--- src/rtl/usb_fs_pkg.sv ---
// Shared USB full-speed definitions: PID codes and the rx demux state encoding.
package usb_fs_pkg;

    localparam logic [3:0] PID_OUT   = 4'b0001;
    localparam logic [3:0] PID_IN    = 4'b1001;
    localparam logic [3:0] PID_SETUP = 4'b1101;
    localparam logic [3:0] PID_DATA0 = 4'b0011;
    localparam logic [3:0] PID_DATA1 = 4'b1011;
    localparam logic [3:0] PID_ACK   = 4'b0010;
    localparam logic [3:0] PID_NAK   = 4'b1010;
    localparam logic [3:0] PID_STALL = 4'b1110;
    localparam logic [3:0] PID_SOF   = 4'b0101;

    typedef enum logic [1:0] {
        DEMUX_IDLE,
        DEMUX_OUT_WAIT_DATA,
        DEMUX_OUT_PID_CHECK,
        DEMUX_OUT_DATA
    } demux_state_t;

    function automatic logic pid_is_data(input logic [3:0] pid);
        return (pid == PID_DATA0) || (pid == PID_DATA1);
    endfunction

endpackage

--- src/rtl/usb_fs_timeout_ctr.sv ---
// Free-running wait counter; expire is high during the final counted cycle of the window.
module usb_fs_timeout_ctr #(
    parameter int TIMEOUT_CYCLES = 256
) (
    input  logic clk,
    input  logic reset,
    input  logic clear,
    input  logic enable,
    output logic expire
);

    localparam int CW = $clog2(TIMEOUT_CYCLES);
    localparam logic [CW-1:0] LAST = CW'(TIMEOUT_CYCLES - 1);

    logic [CW-1:0] count;

    always_ff @(posedge clk) begin
        if (reset || clear) begin
            count <= '0;
        end else if (enable) begin
            count <= count + CW'(1);
        end
    end

    assign expire = enable && (count == LAST);

endmodule

--- src/rtl/usb_fs_rx_demux.sv ---
// Routes decoded rx packets to the IN and OUT protocol engines: address filtering,
// OUT/SETUP-to-DATA binding with timeout, and host ACK delivery for an outstanding IN.
module usb_fs_rx_demux
    import usb_fs_pkg::*;
#(
    parameter int TIMEOUT_CYCLES = 256
) (
    input  logic       clk,
    input  logic       reset,
    input  logic [6:0] dev_addr,
    input  logic       rx_pkt_start,
    input  logic       rx_pkt_end,
    input  logic       rx_pkt_valid,
    input  logic [3:0] rx_pid,
    input  logic [6:0] rx_addr,
    input  logic [3:0] rx_endp,
    input  logic       rx_data_put,
    input  logic [7:0] rx_data,
    output logic       in_token_received,
    output logic       in_ack_received,
    output logic [3:0] in_endp,
    output logic       out_token_received,
    output logic       out_setup_received,
    output logic [3:0] out_endp,
    output logic       out_pkt_start,
    output logic [3:0] out_pid,
    output logic       out_data_put,
    output logic [7:0] out_data,
    output logic       out_pkt_end,
    output logic       out_pkt_valid,
    output logic       out_timeout
);

    demux_state_t state, state_next;
    logic         in_pending, in_pending_next;

    logic       in_token_next, in_ack_next, out_token_next, out_setup_next;
    logic       out_pkt_start_next, out_data_put_next, out_pkt_end_next;
    logic       out_pkt_valid_next, out_timeout_next;
    logic [3:0] in_endp_next, out_endp_next, out_pid_next;
    logic [7:0] out_data_next;

    logic pkt_ok, addr_hit, out_match, in_match, ack_end;
    logic tmr_clear, tmr_enable, tmr_expire;

    assign pkt_ok    = rx_pkt_end && rx_pkt_valid;
    assign addr_hit  = (rx_addr == dev_addr);
    assign out_match = pkt_ok && addr_hit && ((rx_pid == PID_OUT) || (rx_pid == PID_SETUP));
    assign in_match  = pkt_ok && addr_hit && (rx_pid == PID_IN);
    assign ack_end   = pkt_ok && (rx_pid == PID_ACK);

    assign tmr_clear  = (state == DEMUX_IDLE) && out_match;
    assign tmr_enable = (state == DEMUX_OUT_WAIT_DATA);

    usb_fs_timeout_ctr #(
        .TIMEOUT_CYCLES(TIMEOUT_CYCLES)
    ) u_timeout (
        .clk    (clk),
        .reset  (reset),
        .clear  (tmr_clear),
        .enable (tmr_enable),
        .expire (tmr_expire)
    );

    always_ff @(posedge clk) begin
        if (reset) begin
            state              <= DEMUX_IDLE;
            in_pending         <= 1'b0;
            in_token_received  <= 1'b0;
            in_ack_received    <= 1'b0;
            in_endp            <= '0;
            out_token_received <= 1'b0;
            out_setup_received <= 1'b0;
            out_endp           <= '0;
            out_pkt_start      <= 1'b0;
            out_pid            <= '0;
            out_data_put       <= 1'b0;
            out_data           <= '0;
            out_pkt_end        <= 1'b0;
            out_pkt_valid      <= 1'b0;
            out_timeout        <= 1'b0;
        end else begin
            state              <= state_next;
            in_pending         <= in_pending_next;
            in_token_received  <= in_token_next;
            in_ack_received    <= in_ack_next;
            in_endp            <= in_endp_next;
            out_token_received <= out_token_next;
            out_setup_received <= out_setup_next;
            out_endp           <= out_endp_next;
            out_pkt_start      <= out_pkt_start_next;
            out_pid            <= out_pid_next;
            out_data_put       <= out_data_put_next;
            out_data           <= out_data_next;
            out_pkt_end        <= out_pkt_end_next;
            out_pkt_valid      <= out_pkt_valid_next;
            out_timeout        <= out_timeout_next;
        end
    end

    // A packet start while waiting wins over an expiry in the same cycle.
    always_comb begin
        state_next = state;
        case (state)
            DEMUX_IDLE: begin
                if (out_match) state_next = DEMUX_OUT_WAIT_DATA;
            end
            DEMUX_OUT_WAIT_DATA: begin
                if (rx_pkt_start)    state_next = DEMUX_OUT_PID_CHECK;
                else if (tmr_expire) state_next = DEMUX_IDLE;
            end
            DEMUX_OUT_PID_CHECK: begin
                state_next = pid_is_data(rx_pid) ? DEMUX_OUT_DATA : DEMUX_IDLE;
            end
            DEMUX_OUT_DATA: begin
                if (rx_pkt_end) state_next = DEMUX_IDLE;
            end
            default: state_next = DEMUX_IDLE;
        endcase
    end

    always_comb begin
        in_pending_next    = in_pending;
        in_token_next      = 1'b0;
        in_ack_next        = 1'b0;
        in_endp_next       = in_endp;
        out_token_next     = 1'b0;
        out_setup_next     = 1'b0;
        out_endp_next      = out_endp;
        out_pkt_start_next = 1'b0;
        out_pid_next       = out_pid;
        out_data_put_next  = 1'b0;
        out_data_next      = out_data;
        out_pkt_end_next   = 1'b0;
        out_pkt_valid_next = 1'b0;
        out_timeout_next   = 1'b0;
        case (state)
            DEMUX_IDLE: begin
                if (out_match) begin
                    out_token_next  = (rx_pid == PID_OUT);
                    out_setup_next  = (rx_pid == PID_SETUP);
                    out_endp_next   = rx_endp;
                    in_pending_next = 1'b0;
                end else if (in_match) begin
                    in_token_next   = 1'b1;
                    in_endp_next    = rx_endp;
                    in_pending_next = 1'b1;
                end else if (ack_end) begin
                    in_ack_next     = in_pending;
                    in_pending_next = 1'b0;
                end else if (pkt_ok) begin
                    in_pending_next = 1'b0;
                end
            end
            DEMUX_OUT_WAIT_DATA: begin
                out_timeout_next = tmr_expire && !rx_pkt_start;
            end
            DEMUX_OUT_PID_CHECK: begin
                if (pid_is_data(rx_pid)) begin
                    out_pkt_start_next = 1'b1;
                    out_pid_next       = rx_pid;
                end
            end
            DEMUX_OUT_DATA: begin
                out_data_put_next = rx_data_put;
                if (rx_data_put) out_data_next = rx_data;
                if (rx_pkt_end) begin
                    out_pkt_end_next   = 1'b1;
                    out_pkt_valid_next = rx_pkt_valid;
                end
            end
            default: ;
        endcase
    end

endmodule

--- config.mk ---
export PLATFORM = sky130hd
export DESIGN_NAME = usb_fs_rx_demux
export DESIGN_NICKNAME = d
export VERILOG_FILES = /design/src/rtl/usb_fs_pkg.sv /design/src/rtl/usb_fs_timeout_ctr.sv /design/src/rtl/usb_fs_rx_demux.sv
export SDC_FILE = /design/constraint.sdc
export NUM_CORES = 1
export LEC_CHECK = 0
export BUFFER_PORTS_ARGS = -buffer_cell sky130_fd_sc_hd__buf_2
export CORE_ASPECT_RATIO = 1.1
export CORE_MARGIN = 5
export CORE_UTILIZATION = 51
export DETAILED_ROUTE_END_ITERATION = 16
export PLACE_DENSITY = 0.86
export REMOVE_ABC_BUFFERS = 1
export SLEW_MARGIN = 20
export SYNTH_ARGS = -nofsm -noshare
export SYNTH_HDL_FRONTEND = slang
export SYNTH_HIERARCHICAL = 1
export SYNTH_SLANG_ARGS = --single-unit
--- constraint.sdc ---
create_clock -name clk -period 4.5 [get_ports clk]
set_input_delay 0.225 -clock clk [delete_from_list [all_inputs] [get_ports clk]]
set_output_delay 0.225 -clock clk [all_outputs]
set_load 0.05 [all_outputs]
==> results.md <==
* Status: complete, no violations
* Total power at 0.000630 W
* Final RePlAce weighted congestion at 0.769
* Crit path DAT at 2.18 ns
* CTS root buf: clkbuf_4
* Final setup viols at 0
* Worst Path Required at 4.72 ns
* Clk_lat worst skew at 0.34 ns
* Core Area at 0.00328 mm²
* Vias/cell at 5.14
* Max Transition Viols Final at 0
* Clk_skew at 0.00495 ns
* Sequential power share at 56.1%
* WHS Path Cells at 2
* Initial Utilization at 51.7%
* # IOs at 65
* Mapped Area at 0.00169 mm²
* Hold Vio Cnt, Final at 0
* Drt wl/cell at 12.4 µm
* Overflow after GRT at 0
* Reg clk slew, reported paths at 0.12 ns
* Post-synthesis register bit count at 40
* Dpl cells at 271
* Fmax at 509 MHz
* Buffers on Ports at 64
* Share of total power in the clock network at 36.7%
* Layout cell share with drive strength beyond 1 at 34.2%
* Post-Synthesis Cells at 179
* Post-Layout Cell Count at 279
* Synthesis Warnings at 6
* EDFF count, synth at 0
* Max cap viols at 0
* PwrDens at 300 mW/mm²
* N_diodes at 0
* Post-Place Worst Slack at 2.60 ns
* Resized cells post-CTS at 0
* Final min period at 1.96 ns
* Clock Path Buffers at 2
* Final net count at 279
* Post-synth ARST share at 0%
* CP Cell Sequence: nor2b_1 > nand3_1 > nor3_1 > o21a_1 > o221a_2 > a211oi_1
* Reg2reg path depth at 6
* Final period util at 43.7%
* P_leak at 0.986 nW
* Drt first pass iters at 4
* DP Wirelength at 2690 µm
* Site Rows at 22
* Count leader, synth: dfxtp_1
* Post-synth cell types at 37
* Ys flop type: dfxtp_1
* Total Routed Length at 3450 µm
* Relative slew slack at 62.2%
* Mean post-synth cell area at 9.46 µm²
* Die H at 70.4 µm
* First DRT Iteration DRCs at 68
* Top cells by count, synth: dfxtp_1, nand2_1, nor2_1, a21oi_1, nand2b_1
* H-tree Lvls at 2
* Sw power at 0.000140 W
* Max VDD drop at 0.000163 V
* Setup Buffers After CTS at 0
* RSZ-0062 raised after global routing: no
* Number of routed nets with antenna violations at 0
* Ranking of synthesized cells by area: dfxtp_1, nand2_1, mux2i_1
* Startpoint types: flop
* Worst-margin pin slew at 0.567 ns
* Via count at 1435
* Logic pwr share at 7.1%
* CP max FO at 9
* CTS Sinks at 40
* Global Route Usage Sum at 15.7%
* Area leader, netlist: dfxtp_1
* Yosys top cell area share at 47.3%
* Flop-to-flop setup slack at 2.54 ns
* Global-route wire length before repair at 5580 µm
* Slowest stage delay, CP at 0.50 ns
* CP endpoint kind: flop
* CTS tree: yes
* DIE AREA at 0.00458 mm²
* Slowest-stage cell, CP: dfxtp_1
* Sequential element share of the synthesized area at 47.3%
* Critical path class: flop to flop
* P_int at 0.000490 W
* Total CTS buffers at 5
* Number of global-route vias before repair at 1373
* Die width at 65.0 µm
* Initial antenna violation count at 0
* Residual DRC at 0
* Syn-to-layout area delta at 23.9%
* Setup slack after layout at 2.54 ns
* Setup TNS at 0 ns
* Maximum number of pins on one net before global-route repair at 37
* Fill count at 305
* Hold buffers post-CTS at 0
* Hold crit path type: input pin to flop
* Net Sw Frac at 22.2%
==> metal layers <==
metal	wire length, µm	up-vias	GRT usage (%)
met1	1400	654	17.0
met3	218	4	6.11
met4	32	0	5.63
met5	0	-	0
met2	1800	39	27.4
li1	-	738	-
==> layout by cell type (no fill, tap or decap), drive strengths merged, types with 2 or more instances in the layout <==
cell type,n
nor3b,2
clkbuf,5
nand3,4
mux2i,9
nor2,16
xor2,9
buf,64
a21oi,14
dfxtp,40
nor3,4
nor4,2
nand2b,11
or3,4
inv,2
xnor2,2
nand4,7
and2b,2
and3,2
nand2,26
nor4b,2
o21ai,3
==> flip-flops by register name (all words and copies together), names as in the netlist, 2 cells and up <==
signal           cells
state                2
in_endp              4
out_data             8
out_pid              4
u_timeout/count      8
out_endp             4
==> per-stage QoR <==
stage / utilization (%) / hold WS (ns) / area, µm²
floorplan: - / 0.294 / 1650
global placement: 61.6 / 0.436 / 2020
detailed placement: 61.6 / 0.445 / 2020
CTS: 64.1 / 0.0832 / 2100
global route: 64.1 / 0.0789 / 2100
finish: 64.1 / 0.0968 / 2100
==> critical path, delay by kind of cell, from the launching register on <==
family,cells,cell delay (ns)
compound gates,3,0.39
flops,1,0.50
simple gates,3,0.94
==> kinds of logic (layout without fill, tap and decap cells) <==
family | after synthesis | after routing | share of synthesized area [%]
buf+inv | 10 | 74 | 2.88
compound gates | 21 | 21 | 7.02
mux | 9 | 9 | 5.32
simple gates | 87 | 87 | 31.1
flops | 40 | 40 | 47.3
xor+xnor | 11 | 11 | 5.69
fa+ha+maj | 1 | 1 | 0.738
==> final cells by class <==
class                           count  area [µm²]  share of cell area [%]
Clock buffer                        5        37.5                    1.79
Clock inverter                      3        42.5                    2.03
Inverter                            2        7.51                   0.358
Multi-Input combinational cell    129         845                    40.3
Sequential cell                    40         801                    38.2
Tap cell                           36        45.0                    2.15
Timing Repair Buffer               64         320                    15.3
==> power by group through the flow <==
stage | clock (W) | combinational [W] | sequential, W
after detailed placement | 0 | 0.0000453 | 0.000362
after global routing | 0.000256 | 0.0000494 | 0.000354
after global placement | 0 | 0.0000445 | 0.000362
final | 0.000232 | 0.0000450 | 0.000354
after CTS | 0.000239 | 0.0000454 | 0.000354
after floorplan | 0 | 0.0000202 | 0.000362
==> worst paths after layout <==
check / from / to
max: state[0] / state[0]
min: rx_pid[0] / in_ack_received
min reg2reg: out_data[2] / out_data[2]
max reg2reg: state[0] / state[0]
Note: power is estimated with default switching activity, not from simulation.
